## config.mk

```make
export PLATFORM = sky130hd
export DESIGN_NAME = rtr_route_queue
export DESIGN_NICKNAME = d
export VERILOG_FILES = /design/src/rtl/rtr_route_queue.sv
export SDC_FILE = /design/constraint.sdc
export NUM_CORES = 1
export LEC_CHECK = 0
export ABC_AREA = 0
export ABC_CLOCK_PERIOD_IN_PS = 1540
export CAP_MARGIN = 20
export CORE_UTILIZATION = 47
export CTS_CLUSTER_SIZE = 28
export DETAILED_ROUTE_END_ITERATION = 7
export GPL_ROUTABILITY_DRIVEN = 0
export HOLD_SLACK_MARGIN = 0.05
export PLACE_DENSITY = 0.77
export SLEW_MARGIN = 20
export SYNTH_ARGS = -nofsm -noshare
export SYNTH_HDL_FRONTEND = slang
export SYNTH_SLANG_ARGS = --single-unit
```

## constraint.sdc

```tcl
create_clock -name clk -period 1.54 [get_ports clk]
set_input_delay 0.231 -clock clk [delete_from_list [all_inputs] [get_ports clk]]
set_output_delay 0.231 -clock clk [all_outputs]
set_load 0.1 [all_outputs]
```

## src/rtl/rtr_route_queue.sv

```systemverilog
// Per-input-port route queue: drives the routing logic on head flits and keeps
// a 2-deep queue of computed routes per VC, retiring the front route on tail departure.
module rtr_route_queue #(
  parameter int num_message_classes  = 2,
  parameter int num_resource_classes = 2,
  parameter int num_vcs_per_class    = 1,
  parameter int num_ports            = 5,
  parameter int dest_info_width      = 8,
  localparam int num_vcs = num_message_classes * num_resource_classes * num_vcs_per_class
) (
  input  logic                                     clk,
  input  logic                                     reset,
  input  logic                                     flit_valid_in,
  input  logic                                     flit_head_in,
  input  logic                                     flit_tail_in,
  input  logic [num_vcs-1:0]                       flit_sel_ivc_in,
  input  logic [dest_info_width-1:0]               flit_dest_info_in,
  output logic [dest_info_width-1:0]               rl_dest_info,
  output logic [num_message_classes-1:0]           rl_sel_mc,
  output logic [num_resource_classes-1:0]          rl_sel_irc,
  input  logic [num_ports-1:0]                     rl_route_op,
  input  logic [num_resource_classes-1:0]          rl_route_orc,
  input  logic [num_vcs-1:0]                       flit_dep_ivc,
  input  logic                                     flit_dep_tail,
  output logic [num_vcs-1:0]                       route_valid_ivc,
  output logic [num_vcs*num_ports-1:0]             route_ivc_op,
  output logic [num_vcs*num_resource_classes-1:0]  route_ivc_orc,
  output logic [num_vcs-1:0]                       error_ivc
);

  assign rl_dest_info = flit_dest_info_in;

  // VC index is mc-major, then rc, then vc within the class.
  always_comb begin
    rl_sel_mc  = '0;
    rl_sel_irc = '0;
    for (int v = 0; v < num_vcs; v++) begin
      if (flit_sel_ivc_in[v]) begin
        rl_sel_mc[v / (num_vcs_per_class * num_resource_classes)] = 1'b1;
        rl_sel_irc[(v / num_vcs_per_class) % num_resource_classes] = 1'b1;
      end
    end
  end

  for (genvar v = 0; v < num_vcs; v++) begin : g_vc
    logic                            arrive;
    logic                            dep;
    logic                            pop;
    logic                            push;
    logic                            err_head;
    logic                            err_body;
    logic                            err_dep;
    logic                            tail_close;
    logic [1:0]                      cnt_q;
    logic [1:0]                      cnt_mid;
    logic                            open_q;
    logic                            err_q;
    logic [num_ports-1:0]            op_q  [2];
    logic [num_resource_classes-1:0] orc_q [2];

    assign arrive     = flit_valid_in & flit_sel_ivc_in[v];
    assign dep        = flit_dep_ivc[v];
    assign pop        = dep & flit_dep_tail & (cnt_q != 2'd0);
    assign err_dep    = dep & (cnt_q == 2'd0);
    // A full queue still accepts a head when the front packet leaves this cycle.
    assign err_head   = arrive & flit_head_in & (open_q | ((cnt_q == 2'd2) & ~pop));
    assign push       = arrive & flit_head_in & ~err_head;
    assign err_body   = arrive & ~flit_head_in & ~open_q;
    assign tail_close = arrive & ~flit_head_in & flit_tail_in & open_q;
    assign cnt_mid    = cnt_q - {1'b0, pop};

    always_ff @(posedge clk or negedge reset) begin
      if (!reset) begin
        cnt_q    <= 2'd0;
        open_q   <= 1'b0;
        err_q    <= 1'b0;
        op_q[0]  <= '0;
        op_q[1]  <= '0;
        orc_q[0] <= '0;
        orc_q[1] <= '0;
      end else begin
        err_q <= err_head | err_body | err_dep;
        cnt_q <= cnt_mid + {1'b0, push};
        if (push)
          open_q <= ~flit_tail_in;
        else if (tail_close)
          open_q <= 1'b0;
        if (pop) begin
          op_q[0]  <= op_q[1];
          orc_q[0] <= orc_q[1];
          op_q[1]  <= '0;
          orc_q[1] <= '0;
        end
        // Push lands after the pop shift, so later assignments override it.
        if (push) begin
          if (cnt_mid == 2'd0) begin
            op_q[0]  <= rl_route_op;
            orc_q[0] <= rl_route_orc;
          end else begin
            op_q[1]  <= rl_route_op;
            orc_q[1] <= rl_route_orc;
          end
        end
      end
    end

    assign route_valid_ivc[v] = (cnt_q != 2'd0);
    assign route_ivc_op[v*num_ports +: num_ports] =
      (cnt_q != 2'd0) ? op_q[0] : '0;
    assign route_ivc_orc[v*num_resource_classes +: num_resource_classes] =
      (cnt_q != 2'd0) ? orc_q[0] : '0;
    assign error_ivc[v] = err_q;
  end

endmodule

```

Word level (Yosys, flattened, before mapping)
Cells that the tools add are included.

word-level totals
  input bits = 29
  output and inout bits = 48
  flip-flop bits (word level) = 72
  word-level logic and storage cells = 185

cells by class
  bitwise logic cells = 74
  mux-type cells = 55
  add/sub/neg operators = 8
  eq/ne operators = 4
  reduce and logical (&&, ||, !) cells = 16

operators with widths
  cell                count
  $mux 10             8
  $mux 5              12
  $and 1x1->1         48
  $mux 4              8
  $mux 2              12
  $logic_not 2->1     8
  $reduce_bool 2->1   8
  $mux 1              15
  $not 1->1           14
  $or 1x1->1          12
  $add 2x1->2         4
  $eq 2x2->1 const B  4
  $sub 2x1->2         4

Depth between registers and ports, before layout
Gate-level depths: netlist of run 1.

  depth in word-level cells = 9
  depth in mapped cells = 6
  mapped depth without buffers = 5

Worst setup path after synthesis of run 1
Ideal clock, no wire load.

  kind = flip-flop to output port
  from = register g_vc[1].cnt_q[1]
  to = output route_ivc_op[5]
  data required time = 1.309 ns
  cell stages (with the launch flop) = 5
  setup slack = -0.850 ns
  path buffers = 1
  data arrival time = 2.159 ns
  cells stage by stage = dfrtp_1 -> buf_2 -> nor2_1 -> clkinv_1 -> and2_1

between the ends
  longest elaborated chain between the ends = 2

ends and longest elaborated chain
  what                    line  source
  from (decl)             54    logic [1:0] cnt_q;
  from (signal assigned)  83    cnt_q <= cnt_mid + {1'b0, push};
  $reduce_bool 2->1       --
  net route_valid_ivc[1]  25    output logic [num_vcs-1:0] route_valid_ivc,
  $mux 5                  109   (cnt_q != 2'd0) ? op_q[0] : '0;
  to (decl)               26    output logic [num_vcs*num_ports-1:0] route_ivc_op,

The timed path passes the listed nets, and every way through them passes these cells.

Worst setup path after layout of run 1
  from = register g_vc[3].cnt_q[1]
  to = output route_ivc_op[18]

between the ends
  longest elaborated chain between the ends = 2

ends and longest elaborated chain
  what                    line
  from (decl)             54
  from (signal assigned)  83
  $reduce_bool 2->1       109
  $mux 5                  109

Every way passes these cells.

==> metrics.txt, run 1 <==
# TYPE chip_impl_metric gauge
chip_impl_info{name="status",value="finished, violations left"} 1
chip_impl_info{name="failing_checks",value="negative setup slack"} 1
chip_impl_metric{name="num_io_pins",unit=""} 77
chip_impl_metric{name="max_cap_violations",unit=""} 0
chip_impl_metric{name="max_freq",unit="MHz"} 616
chip_impl_metric{name="clk_pin_slew",unit="ps"} 80
chip_impl_metric{name="first_global_vias",unit=""} 3154
chip_impl_info{name="timing.setup.critical_path_class",value="reg2out"} 1
chip_impl_metric{name="netSwitchingPower",unit="mW"} 3.30
chip_impl_metric{name="power-per-cell-area",unit="nW/um^2"} 1470
chip_impl_metric{name="dp_hpwl",unit="mm"} 6.45
chip_impl_metric{name="power_leakage",unit="nW"} 2.67
chip_impl_metric{name="yosys_warnings",unit=""} 0
chip_impl_info{name="rr_startpoint",value="g_vc[2].cnt_q[0]"} 1
chip_impl_metric{name="gr-total-overflow",unit=""} 0
chip_impl_metric{name="wl_met1",unit="mm"} 4.11
chip_impl_metric{name="clk_path_buf_depth",unit=""} 2
chip_impl_metric{name="final_slew_viol_count",unit=""} 0
chip_impl_metric{name="flop2flop_setup_slack",unit="ps"} 40
chip_impl_info{name="clock_tree.root_cell",value="sky130_fd_sc_hd__clkbuf_8"} 1
chip_impl_metric{name="synth_area",unit="sq um"} 3820
chip_impl_metric{name="rows",unit=""} 32
chip_impl_metric{name="fin_hold_ws",unit="ps"} 421
chip_impl_metric{name="dr_wl_met2",unit="mm"} 5.03
chip_impl_info{name="worstSetupEndpointType",value="output port"} 1
chip_impl_info{name="yosys-top-cells-area",value="sky130_fd_sc_hd__dfrtp_1 (47%), sky130_fd_sc_hd__mux2i_1 (8.1%), sky130_fd_sc_hd__a22o_1 (7.6%)"} 1
chip_impl_metric{name="synth_cell_type_count",unit=""} 37
chip_impl_metric{name="crit_path_max_fanout",unit=""} 5
chip_impl_metric{name="post_drt_wl_per_cell",unit="um"} 17.1
chip_impl_metric{name="seq_area_frac_synth",unit=""} 0.472
chip_impl_info{name="crit_end",value="route_ivc_op[18]"} 1
chip_impl_metric{name="cts.sink_count",unit=""} 72
chip_impl_info{name="hold_path.class",value="in2async"} 1
chip_impl_metric{name="port-buffer-count",unit=""} 60
chip_impl_info{name="tritoncts",value="yes"} 1
chip_impl_info{name="yosys.area.top_type",value="sky130_fd_sc_hd__dfrtp_1"} 1
chip_impl_metric{name="post_drt_via_cell_ratio",unit=""} 5.56
chip_impl_metric{name="final_min_period_over_clock_period",unit=""} 1.05
chip_impl_metric{name="antenna_found_initial",unit=""} 0
chip_impl_metric{name="setup_viol",unit=""} 32
chip_impl_metric{name="total_internal_power",unit="mW"} 4.93
chip_impl_metric{name="initial_drt_pass_iterations",unit=""} 4
chip_impl_metric{name="wire_length_of_the_first_global_routing_pass",unit="mm"} 15.6
chip_impl_metric{name="die_h",unit="um"} 92.1
chip_impl_metric{name="diode_count",unit=""} 0
chip_impl_metric{name="maximum_number_of_pins_on_one_net_before_global_route_repair",unit=""} 73
chip_impl_metric{name="post_route_cells_drive_above_1_share",unit=""} 0.377
chip_impl_metric{name="final_area",unit="sq um"} 5580
chip_impl_metric{name="synth_seq_cells",unit=""} 72
chip_impl_info{name="rsz0062_at_grt",value="true"} 1
chip_impl_metric{name="switching_share",unit=""} 0.401
chip_impl_metric{name="cp_data_required_time",unit="ps"} 1310
chip_impl_metric{name="detail_route.drc_violations",unit=""} 0
chip_impl_metric{name="detailroute.wirelength.met3",unit="um"} 402
chip_impl_info{name="critical_path.startpoint_type",value="register"} 1
chip_impl_metric{name="final_nets",unit=""} 495
chip_impl_metric{name="mappedNetlistNets",unit=""} 399
chip_impl_metric{name="syn_to_final_growth",unit="%"} 46.1
chip_impl_info{name="route.top_layer_used",value="met4"} 1
chip_impl_info{name="leading_cell_types_in_the_layout_fill_and_taps_excluded",value="sky130_fd_sc_hd__dfrtp_1 (71), sky130_fd_sc_hd__buf_4 (46), sky130_fd_sc_hd__buf_12 (43)"} 1
chip_impl_metric{name="arrival",unit="ps"} 1390
chip_impl_metric{name="drtIter0Drc",unit=""} 191
chip_impl_metric{name="post-synth-top-area-fraction",unit=""} 0.472
chip_impl_metric{name="postSynthAreaPerCell",unit="sq um"} 10.3
chip_impl_metric{name="globalRouteTotalUtil",unit=""} 0.243
chip_impl_metric{name="dieArea",unit="sq um"} 8490
chip_impl_metric{name="power.combinational.fraction",unit=""} 0.476
chip_impl_metric{name="floorplan.core_area",unit="sq um"} 7810
chip_impl_metric{name="clock_insertion_delay_worst_skew",unit="ps"} 360
chip_impl_metric{name="routed_wirelength",unit="mm"} 9.80
chip_impl_metric{name="skew",unit="ps"} 8.32
chip_impl_metric{name="worst-slew-pin-transition",unit="ps"} 486
chip_impl_metric{name="placedInstanceArea",unit="sq um"} 5110
chip_impl_metric{name="via_count",unit=""} 3180
chip_impl_info{name="timing.critical_path.from",value="g_vc[3].cnt_q[1]"} 1
chip_impl_metric{name="synthCells",unit=""} 370
chip_impl_metric{name="die_x",unit="um"} 92.1
chip_impl_metric{name="htree_levels",unit=""} 3
chip_impl_metric{name="number_of_hold_violations_in_the_final_report",unit=""} 0
chip_impl_metric{name="num-fill-cells",unit=""} 570
chip_impl_metric{name="initial_utilization",unit=""} 0.489
chip_impl_metric{name="power_frac_clock",unit=""} 0.204
chip_impl_metric{name="period_needed",unit="ps"} 1620
chip_impl_info{name="layout_commonest_cell",value="sky130_fd_sc_hd__dfrtp_1"} 1
chip_impl_info{name="worstReg2RegEnd",value="g_vc[2].op_q[5]"} 1
chip_impl_metric{name="cts_buffers",unit=""} 9
chip_impl_metric{name="max-slew-margin-rel",unit=""} 0.675
chip_impl_metric{name="detail-route-antenna-nets",unit=""} 0
chip_impl_metric{name="worstRegToRegCells",unit=""} 6
chip_impl_metric{name="p_seq_frac",unit=""} 0.321
chip_impl_metric{name="postLayoutSetupSlackWorst",unit="ps"} -82.7
chip_impl_metric{name="vdd.ir_drop.worst",unit="mV"} 1.15
==> metrics by stage <==
step | power [mW] | setup slack [ps] | std cells | TNS (ps) | util
3_3_place_gp | 6.01 | -222 | 536 | -12370 | 0.654
6_report | 8.23 | -82.7 | 572 | -1850 | 0.715
5_1_grt | 8.54 | -130 | 572 | -3050 | 0.715
3_5_place_dp | 6.11 | -280 | 536 | -15430 | 0.654
4_1_cts | 8.14 | -105 | 569 | -2500 | 0.705
2_1_floorplan | 5.02 | -57.8 | 370 | -466 | -
==> metal layers <==
layer | GRT usage | up-vias
met5 | 0 | -
met4 | 0.121 | 0
met1 | 0.285 | 1578
met3 | 0.0439 | 19
met2 | 0.427 | 83
li1 | - | 1500
==> state kept, by name (all words and copies together) (netlist names) <==
signal	cells
g_vc.err_q	4
g_vc.open_q	4
g_vc.cnt_q	8
g_vc.orc_q	16
g_vc.op_q	40
==> area by class of cell <==
class / count / area, sq um / area share
clock buffer: 10 / 138 / 0.0247
clock inverter: 5 / 81.3 / 0.0146
inverter: 9 / 38.8 / 0.00695
multi-input combinational: 255 / 1880 / 0.337
sequential: 72 / 1800 / 0.323
tap: 102 / 128 / 0.0229
timing repair buffer: 119 / 1510 / 0.271
==> power by group through the flow <==
stage,registers [mW],logic (mW),clock network (mW)
after detailed placement,2.65,3.46,0
after global routing,2.69,4.10,1.75
final,2.64,3.91,1.68
after floorplan,2.57,2.45,0
after global placement,2.63,3.38,0
after CTS,2.63,3.82,1.69
==> worst min path at each step <==
stage,cells after the start,startpoint,to,slack [ps]
2_1_floorplan,0,reset,g_vc[0].cnt_q[0],-60
3_3_place_gp,2,reset,g_vc[1].op_q[1],280
3_5_place_dp,2,reset,g_vc[1].op_q[6],290
4_1_cts,3,reset,g_vc[1].op_q[6],430
5_1_grt,3,reset,g_vc[1].op_q[6],450
6_report,3,reset,g_vc[1].op_q[6],420
==> cell families (layout without fill, tap and decap cells) <==
kind of cell | after synthesis | count (layout) | share of synthesized area
compound gates | 101 | 101 | 0.186
mux | 34 | 34 | 0.0901
buf+inv | 46 | 143 | 0.0793
simple gates | 113 | 116 | 0.164
xor+xnor | 4 | 4 | 0.00918
flops | 72 | 72 | 0.472
==> synth_stat cells, drive strengths merged <==
library cell / count
a211oi: 4
a21oi: 17
a22o: 33
a311oi: 3
a31oi: 3
a32o: 1
a41o: 1
and2: 28
and3: 3
buf: 34
clkbuf: 3
clkinv: 1
dfrtp: 72
inv: 8
mux2: 3
mux2i: 31
nand2: 43
nand3: 14
nand4: 2
nand4b: 4
nor2: 7
nor2b: 2
nor3: 3
o211a: 2
o21ai: 34
o22ai: 3
or2: 7
xor2: 4
==> critical path: stages (launching register included) <==
cell	delay [ps]
sky130_fd_sc_hd__dfrtp_1	420
sky130_fd_sc_hd__or2_4	300
sky130_fd_sc_hd__and2_4	160
sky130_fd_sc_hd__buf_12	160
==> what timing repair did <==
item / in CTS / in global routing
endpoints found under the setup margin: 36 / 60
pin swaps: 21 / 23
hold endpoints to repair: 72 / 0
setup buffers: 14 / 6
hold buffers: 1 / 0
gates resized for setup: 23 / 18
cloned: 3 / 0
(Power assumes the default switching activity.)
==> run 2: changes to the inputs <==
Settings changed: SLEW_MARGIN 20 to default.
==> results of run 2 <==
The final DEF is identical to that of run 1; final timing and power are the same.
